## src/rtl/piso_serializer.sv

```systemverilog
// rtl/piso_serializer.sv - parallel-in serial-out shifter with valid/ready load and framing flags
// Words stream back to back: a new word is accepted on the edge that retires the last bit.
module piso_serializer #(
  parameter int   WIDTH      = 4,
  parameter int   MSB_FIRST  = 0,
  parameter logic IDLE_LEVEL = 1'b1
) (
  input  logic             clk,
  input  logic             reset,
  input  logic [WIDTH-1:0] din,
  input  logic             din_valid,
  output logic             din_ready,
  output logic             dout,
  output logic             sout_valid,
  output logic             sout_last,
  output logic             busy
);

  localparam int CNT_W = $clog2(WIDTH);
  localparam logic [CNT_W-1:0] LAST_CNT = CNT_W'(WIDTH - 1);

  typedef enum logic {IDLE, SHIFT} state_t;

  state_t           state, state_next;
  logic [CNT_W-1:0] bit_cnt, cnt_next;
  logic [WIDTH-1:0] shreg, shreg_next;
  logic             dout_next, valid_next, last_next;
  logic             at_last, accept;

  // shreg holds only the bits not yet driven; dout carries the current one
  function automatic logic first_bit(input logic [WIDTH-1:0] w);
    return (MSB_FIRST != 0) ? w[WIDTH-1] : w[0];
  endfunction

  function automatic logic [WIDTH-1:0] drop_bit(input logic [WIDTH-1:0] w);
    return (MSB_FIRST != 0) ? (w << 1) : (w >> 1);
  endfunction

  always_comb begin
    at_last    = (state == SHIFT) && (bit_cnt == LAST_CNT);
    din_ready  = (state == IDLE) || at_last;
    accept     = din_valid && din_ready;
    state_next = state;
    cnt_next   = bit_cnt;
    shreg_next = shreg;
    dout_next  = dout;
    valid_next = sout_valid;
    last_next  = sout_last;
    if (accept) begin
      state_next = SHIFT;
      cnt_next   = '0;
      shreg_next = drop_bit(din);
      dout_next  = first_bit(din);
      valid_next = 1'b1;
      last_next  = 1'b0;
    end else begin
      case (state)
        IDLE: begin
          dout_next  = IDLE_LEVEL;
          valid_next = 1'b0;
          last_next  = 1'b0;
        end
        SHIFT: begin
          if (at_last) begin
            state_next = IDLE;
            cnt_next   = '0;
            dout_next  = IDLE_LEVEL;
            valid_next = 1'b0;
            last_next  = 1'b0;
          end else begin
            cnt_next   = bit_cnt + CNT_W'(1);
            shreg_next = drop_bit(shreg);
            dout_next  = first_bit(shreg);
            valid_next = 1'b1;
            last_next  = ((bit_cnt + CNT_W'(1)) == LAST_CNT);
          end
        end
        default: begin
          state_next = IDLE;
        end
      endcase
    end
  end

  always_ff @(posedge clk) begin
    if (reset) begin
      state      <= IDLE;
      bit_cnt    <= '0;
      shreg      <= '0;
      dout       <= IDLE_LEVEL;
      sout_valid <= 1'b0;
      sout_last  <= 1'b0;
    end else begin
      state      <= state_next;
      bit_cnt    <= cnt_next;
      shreg      <= shreg_next;
      dout       <= dout_next;
      sout_valid <= valid_next;
      sout_last  <= last_next;
    end
  end

  assign busy = sout_valid;

endmodule

```

## config.mk

```make
export PLATFORM = sky130hd
export DESIGN_NAME = piso_serializer
export DESIGN_NICKNAME = d
export VERILOG_FILES = /design/src/rtl/piso_serializer.sv
export SDC_FILE = /design/constraint.sdc
export NUM_CORES = 1
export LEC_CHECK = 0
export CAP_MARGIN = 20
export CORE_AREA = 3 3 40 42
export DETAILED_ROUTE_END_ITERATION = 8
export DIE_AREA = 0 0 43 45
export GPL_TIMING_DRIVEN = 0
export PLACE_DENSITY = 0.63
export SKIP_CTS_REPAIR_TIMING = 1
export SYNTH_ARGS = -nofsm -noshare
export SYNTH_HDL_FRONTEND = slang
export SYNTH_SLANG_ARGS = --single-unit
```

## constraint.sdc

```tcl
create_clock -name clk -period 1.8 [get_ports clk]
set_clock_uncertainty 0.2 [all_clocks]
set_input_delay 0.36 -clock clk [delete_from_list [all_inputs] [get_ports clk]]
set_output_delay 0.36 -clock clk [all_outputs]
set_load 0.005 [all_outputs]
```

After elaboration in Yosys (flattened, before gate mapping) --
Cells that the tools add are included.
Storage, ports and cells: bits in registers 9, latch bits 0, bits in writable memories 0, bits in read-only memories 0, input bits 7, word-level logic and storage cells 31, memories 0
Operators by class: add/subtract/negate cells 1, multiply operators 0, div/mod/pow operators 0, magnitude comparators 0, eq/ne operators 3, shift-type cells 0, mux-type cells 14, bitwise operators 1, reductions and logical operators 6
Operator list (number):
- $mux W3 | 3
- $mux W1 | 7
- $pmux W1 S2 | 3
- $eq A2 B2 Y1 const B | 2
- $add A2 B1 Y2 const B | 1
- $logic_and A1 B1 Y1 | 2
- $mux W2 | 1
- $ne A2 B1 Y1 const B | 1
- $reduce_and A2 Y1 | 1
- $reduce_bool A2 Y1 | 1
- $reduce_or A2 Y1 | 1
- $logic_or A1 B1 Y1 | 1
- $not A1 Y1 | 1

Logic depth before layout (Yosys ltp) --
Gate-level depths: netlist of run 1.
word-level depth 6, gate-level depth with buffers 5, mapped depth without buffers 5

Worst setup path before layout of run 1 --
Ideal clock, no wire load.
path type flip-flop to output port, from register bit_cnt[0], to output din_ready, arrival time 0.833 ns, setup slack 0.407 ns, stages on the path, launching flop included 4, buffers on the path 0, cells stage by stage dfxtp_1 ha_1 and2b_1 inv_2
Between the ends: longest elaborated chain between the ends 3
Ends and longest elaborated chain:
- start: declaration | line 25 | logic [CNT_W-1:0] bit_cnt, cnt_next;
- start signal: assignment | line 95 | bit_cnt <= cnt_next;
- $eq A2 B2 Y1 | line 40 | at_last = (state == SHIFT) && (bit_cnt == LAST_CNT);
- $logic_and A1 B1 Y1 | line 40
- $logic_or A1 B1 Y1 | line 41 | din_ready = (state == IDLE) || at_last;
- end: declaration | line 12 | output logic din_ready,
No other way between the ends.

Worst setup path after layout of run 1 --
Same ends and word-level chain as after synthesis.

==> impl_metrics.ini, run 1 <==
[outcome]
status = complete, no violations

[drt]
first_pass_iters = 2
ant_nets = 0
met3_length_um = 40
drcViolationCount = 0
finalWirelength_um = 672
via_count = 294
viasPerCell = 4.388
wl_met1_um = 318
highest_layer = met4
wire_per_inst_um = 10.03
drtIter0Drc = 1
wl_met2_um = 308

[hold_path]
hp-class = primary input to flip-flop
whs_path_depth = 3
worstHoldStart = din_valid
holdPathEnd = busy

[synthesis]
synth_flop_cell = dfxtp_1
synth_compound_area_frac = 0.09722
synth-edff-count = 0
synthTopCellsByCount = dfxtp_1, nor2_1, mux2i_1, nor3b_1
synth_top_family_by_area = simple AND/OR/NAND/NOR gates
synthMuxAreaShare = 0.08333
yosysWarnings = 0
synth-simple-area-share = 0.2188
ys_async_sr_fraction = 0
yosysUniqueCellTypes = 18
synth_seq_cells = 8
avgSynthCellArea_um2 = 9.483
ys_seq_area_frac = 0.4444
yosysTopAreaCell = dfxtp_1
synthAdderAreaFrac = 0.06944
yosysMostFrequentCell = dfxtp_1
synth_top_area_share = 0.4444
yosys-top-cells-area = dfxtp_1, mux2i_1, nor2_1
netlist_instances = 38
synthesis.nets = 47
synth_xor_xnor_area_share = 0
synth_area_um2 = 360.3

[sta]
finalSetupTns_ps = 0
finalHoldViolations = 0
rsz0062_at_grt = false
setup_ws_ps = 66.08
max-slew-margin-rel = 0.8510
final.min_clock_period_ps = 1734
tightest_slew_ps = 221.7
fmax_ghz = 0.5767
period_share = 0.9633
setup_viol = 0
drv_slew = 0

[global_route]
grt_max_degree = 10
grt_overflow = 0
grt_usage = 0.08688
grt_pass1_vias = 309
grt_antenna_before_repair = 0
grt_pass1_wl_um = 1207

[setup_path]
worstPathCellList = ha_4, and2b_2, inv_2, clkbuf_2
startpoint_type = flip-flop
cp_data_required_time_ps = 1240
regToRegSetupSlack_ps = 340
cp_top_family = flip-flops
crit_fanout = 4
critPathMaxStageDelay_ps = 360
timing.rr.start = bit_cnt[0]
worstPathArrival_ps = 1170
regToRegEndpoint = shreg[1]
reg2reg_depth = 6
setup.worst_path.end_class = primary output
path_buf_inv = 2
crit_slowest_cell = dfxtp_4
worstSetupPathType = flip-flop to primary output

[die]
pin_count = 12
core-area_um2 = 1285
die_area_um2 = 1935
start_util = 0.2804
rows = 13
die_y_um = 45
dieWidth_um = 43

[pwr]
p_leak_nw = 0.2283
p_per_area_nw_per_um2 = 741.5
ir_drop_mv = 0.3269

[clock_tree]
cts_tree = yes
clk_path_buf_depth = 2
cts.clk_slew.worst_paths_ps = 50
cts_buffers = 3
cts.sinks = 8
cts-htree-levels = 1
cts.root.buffer_cell = clkbuf_4
clock_latency_ps = 240

[placement]
numPlacedInstances = 62
place_congestion = 0.6464
placed_area_um2 = 469.2
pre_cts_slack_ps = -153.9
dpl.hpwl_um = 478.3
io_buffer_count = 9

[cells_and_area]
syn_to_final_growth_pct = 46.18
fin_nets = 63
stdcell_count = 67
drive_gt1_frac = 0.2885
diodes = 0
finalInstanceArea_um2 = 526.8
finish.utilization = 0.4099

[run]
cap_violations = 0
-- where the power goes --
group | switching, mW | internal, mW | total, mW
combinational | 0.0241 | 0.0385 | 0.0625
sequential | 0.00804 | 0.188 | 0.196
clock | 0.0564 | 0.0760 | 0.132
-- metal layers --
| metal | track usage | vias up |
|---|---|---|
| met1 | 0.1022 | 127 |
| met3 | 0.03586 | 2 |
| li1 | - | 157 |
| met4 | 0.07229 | 0 |
| met2 | 0.1228 | 8 |
| met5 | 0 | - |
-- logic make-up after synthesis --
logic type,after synthesis
AOI/OAI and AO/OA,5
adders and majority gates,2
buffers and inverters,5
DFF,8
muxes,3
and+or+nand+nor,15
-- area by class of cell --
type	count	area (µm²)
Timing Repair Buffer	11	102.6
Multi-Input combinational cell	25	182.7
Buffer	3	23.77
Inverter	2	7.507
Fill cell	135	758.2
Sequential cell	8	168.9
Clock buffer	3	22.52
Tap cell	15	18.77
-- flip-flops by register name, indices dropped and copies added (netlist names) --
name and count:
bit_cnt 2, busy 1, dout 1, shreg 3, sout_last 1
-- cell usage in the layout, fill, tap and decap left out, drive strengths merged --
master and n:
dfxtp 8, nor2 7, clkdlybuf4s50 7, buf 5
clkbuf 4, nor3b 3, mux2i 3, nand2 2
a211oi 2, inv 2, ha 2, and2b 1
a21oi 1, or4b 1, o31ai 1, nor3 1
o21bai 1, dlymetal6s2s 1
-- worst register-to-register path, cell delays in order (launching register included) --
cell,delay [ps]
dfxtp_4,360
ha_4,140
and2b_2,240
inv_2,80
buf_4,110
nor2_1,30
a211oi_1,210
-- how the worst max path moves through the flow --
stage                    start         to  slack, ps  depth (start not counted)
CTS                 bit_cnt[0]  din_ready       -430                          4
detailed placement  bit_cnt[0]  din_ready       -150                          4
global route        bit_cnt[0]  din_ready          6                          4
floorplan           bit_cnt[0]  din_ready        410                          3
global placement    bit_cnt[0]  din_ready       -160                          4
finish              bit_cnt[0]  din_ready         70                          4
-- per-stage QoR --
stage               power [mW]  hold WS [ps]
floorplan               0.2310         277.5
global placement        0.2580         294.0
detailed placement      0.2590         301.6
CTS                     0.3990         168.2
global route            0.4190         197.2
finish                  0.3906         171.1
Note: power is estimated with default switching activity, not from simulation.
==> run 2, diff against run 1 <==
clock period = 1.6 ns   (was 1.8 ns; I/O delays follow)
==> impl_metrics.ini, run 2 (same netlist as run 1, synthesis figures left out) <==
[pwr]
p_leak_nw = 0.2726
ir_drop_mv = 0.3681
p_per_area_nw_per_um2 = 806.5

[drt]
ant_nets = 0
wire_per_inst_um = 10.09
viasPerCell = 4.377
via_count = 302
finalWirelength_um = 696
drcViolationCount = 0
first_pass_iters = 2
drtIter0Drc = 1

[global_route]
grt_max_degree = 10
grt_usage = 0.08688
grt_pass1_vias = 309
grt_overflow = 0
grt_antenna_before_repair = 0
grt_pass1_wl_um = 1207

[outcome]
status = finished with violations
violations = negative setup slack

[setup_path]
regToRegEndpoint = shreg[1]
endpoint = din_ready
worstSetupStartpoint = bit_cnt[0]
timing.rr.start = bit_cnt[0]
worstSetupPathType = flip-flop to primary output
crit_fanout = 4
worstPathArrival_ps = 1180
reg2reg_depth = 6
setup.worst_path.end_class = primary output
startpoint_type = flip-flop
regToRegSetupSlack_ps = 140
cp_data_required_time_ps = 1080

[placement]
place_congestion = 0.6464
pre_cts_slack_ps = -313.9
io_buffer_count = 9
dpl.hpwl_um = 478.3
placed_area_um2 = 469.2

[clock_tree]
cts-htree-levels = 1
clock_latency_ps = 240
cts.root.buffer_cell = clkbuf_4
cts.sinks = 8
cts_buffers = 3
clk_path_buf_depth = 2
cts.clk_slew.worst_paths_ps = 50
cts_tree = yes

[sta]
setup_ws_ps = -95.03
drv_slew = 0
setup_viol = 1
rsz0062_at_grt = true
fmax_ghz = 0.5900
finalHoldViolations = 0
tightest_slew_ps = 221.3
max-slew-margin-rel = 0.8512
whs_ps = 131.2
final.min_clock_period_ps = 1695
period_share = 1.059

[die]
pin_count = 12
rows = 13
dieWidth_um = 43
die_y_um = 45
core-area_um2 = 1285
start_util = 0.2804
die_area_um2 = 1935

[cells_and_area]
mostFrequentLayoutCell = nor2_1
finish.utilization = 0.4275
layout_common_cells = nor2_1, buf_4, dfxtp_1
diodes = 0
fin_nets = 65
top_regs = shreg (3), bit_cnt (2)
finalInstanceArea_um2 = 549.3
drive_gt1_frac = 0.3148
top_register = shreg
largest_register_ffs = 3
syn_to_final_growth_pct = 52.43

[hold_path]
hp-class = primary input to flip-flop
whs_path_depth = 3

[run]
cap_violations = 0
run 2: cell types whose count changed in the layout (fill, tap and decap cells not counted):
cell	before	now
buf_4	3	5
dlymetal6s2s_1	1	4
clkdlybuf4s50_1	7	4
run 2: through the flow:
step                power (mW)  cells  setup TNS (ps)
global route            0.4753     69          -154.2
finish                  0.4430     69          -95.03
detailed placement      0.2914     62          -313.9
floorplan               0.2599     38               0
CTS                     0.4489     65          -938.2
global placement        0.2903     62          -317.1
run 2: cell type report:
class / count / area, µm²
Buffer: 3 / 23.77
Clock buffer: 3 / 22.52
Fill cell: 133 / 735.7
Inverter: 2 / 7.507
Multi-Input combinational cell: 25 / 182.7
Sequential cell: 8 / 168.9
Tap cell: 15 / 18.77
Timing Repair Buffer: 13 / 125.1
run 2: worst min-delay path by stage:
stage	endpoint	startpoint
floorplan	dout	din[0]
global placement	shreg[0]	shreg[1]
detailed placement	shreg[1]	shreg[2]
CTS	busy	din_valid
global route	busy	reset
finish	busy	din_valid
run 2: metal layers:
metal	wire length [µm]	track usage
met1	326	0.1022
met2	320	0.1228
met3	43	0.03586
met4	5	0.07229
met5	0	0
run 2: power breakdown:
| group | internal [mW] | switching [mW] | leakage, nW |
|---|---|---|---|
| clock network | 0.0855 | 0.0632 | 0.0138 |
| registers | 0.211 | 0.00788 | 0.0675 |
| logic | 0.0462 | 0.0292 | 0.191 |
| total | 0.343 | 0.100 | 0.273 |
run 2: worst max-delay path, cell delays in order (launching register included):
cell and delay, ps:
dfxtp_4 370, ha_4 140, and2b_2 240, inv_2 80
clkbuf_2 110
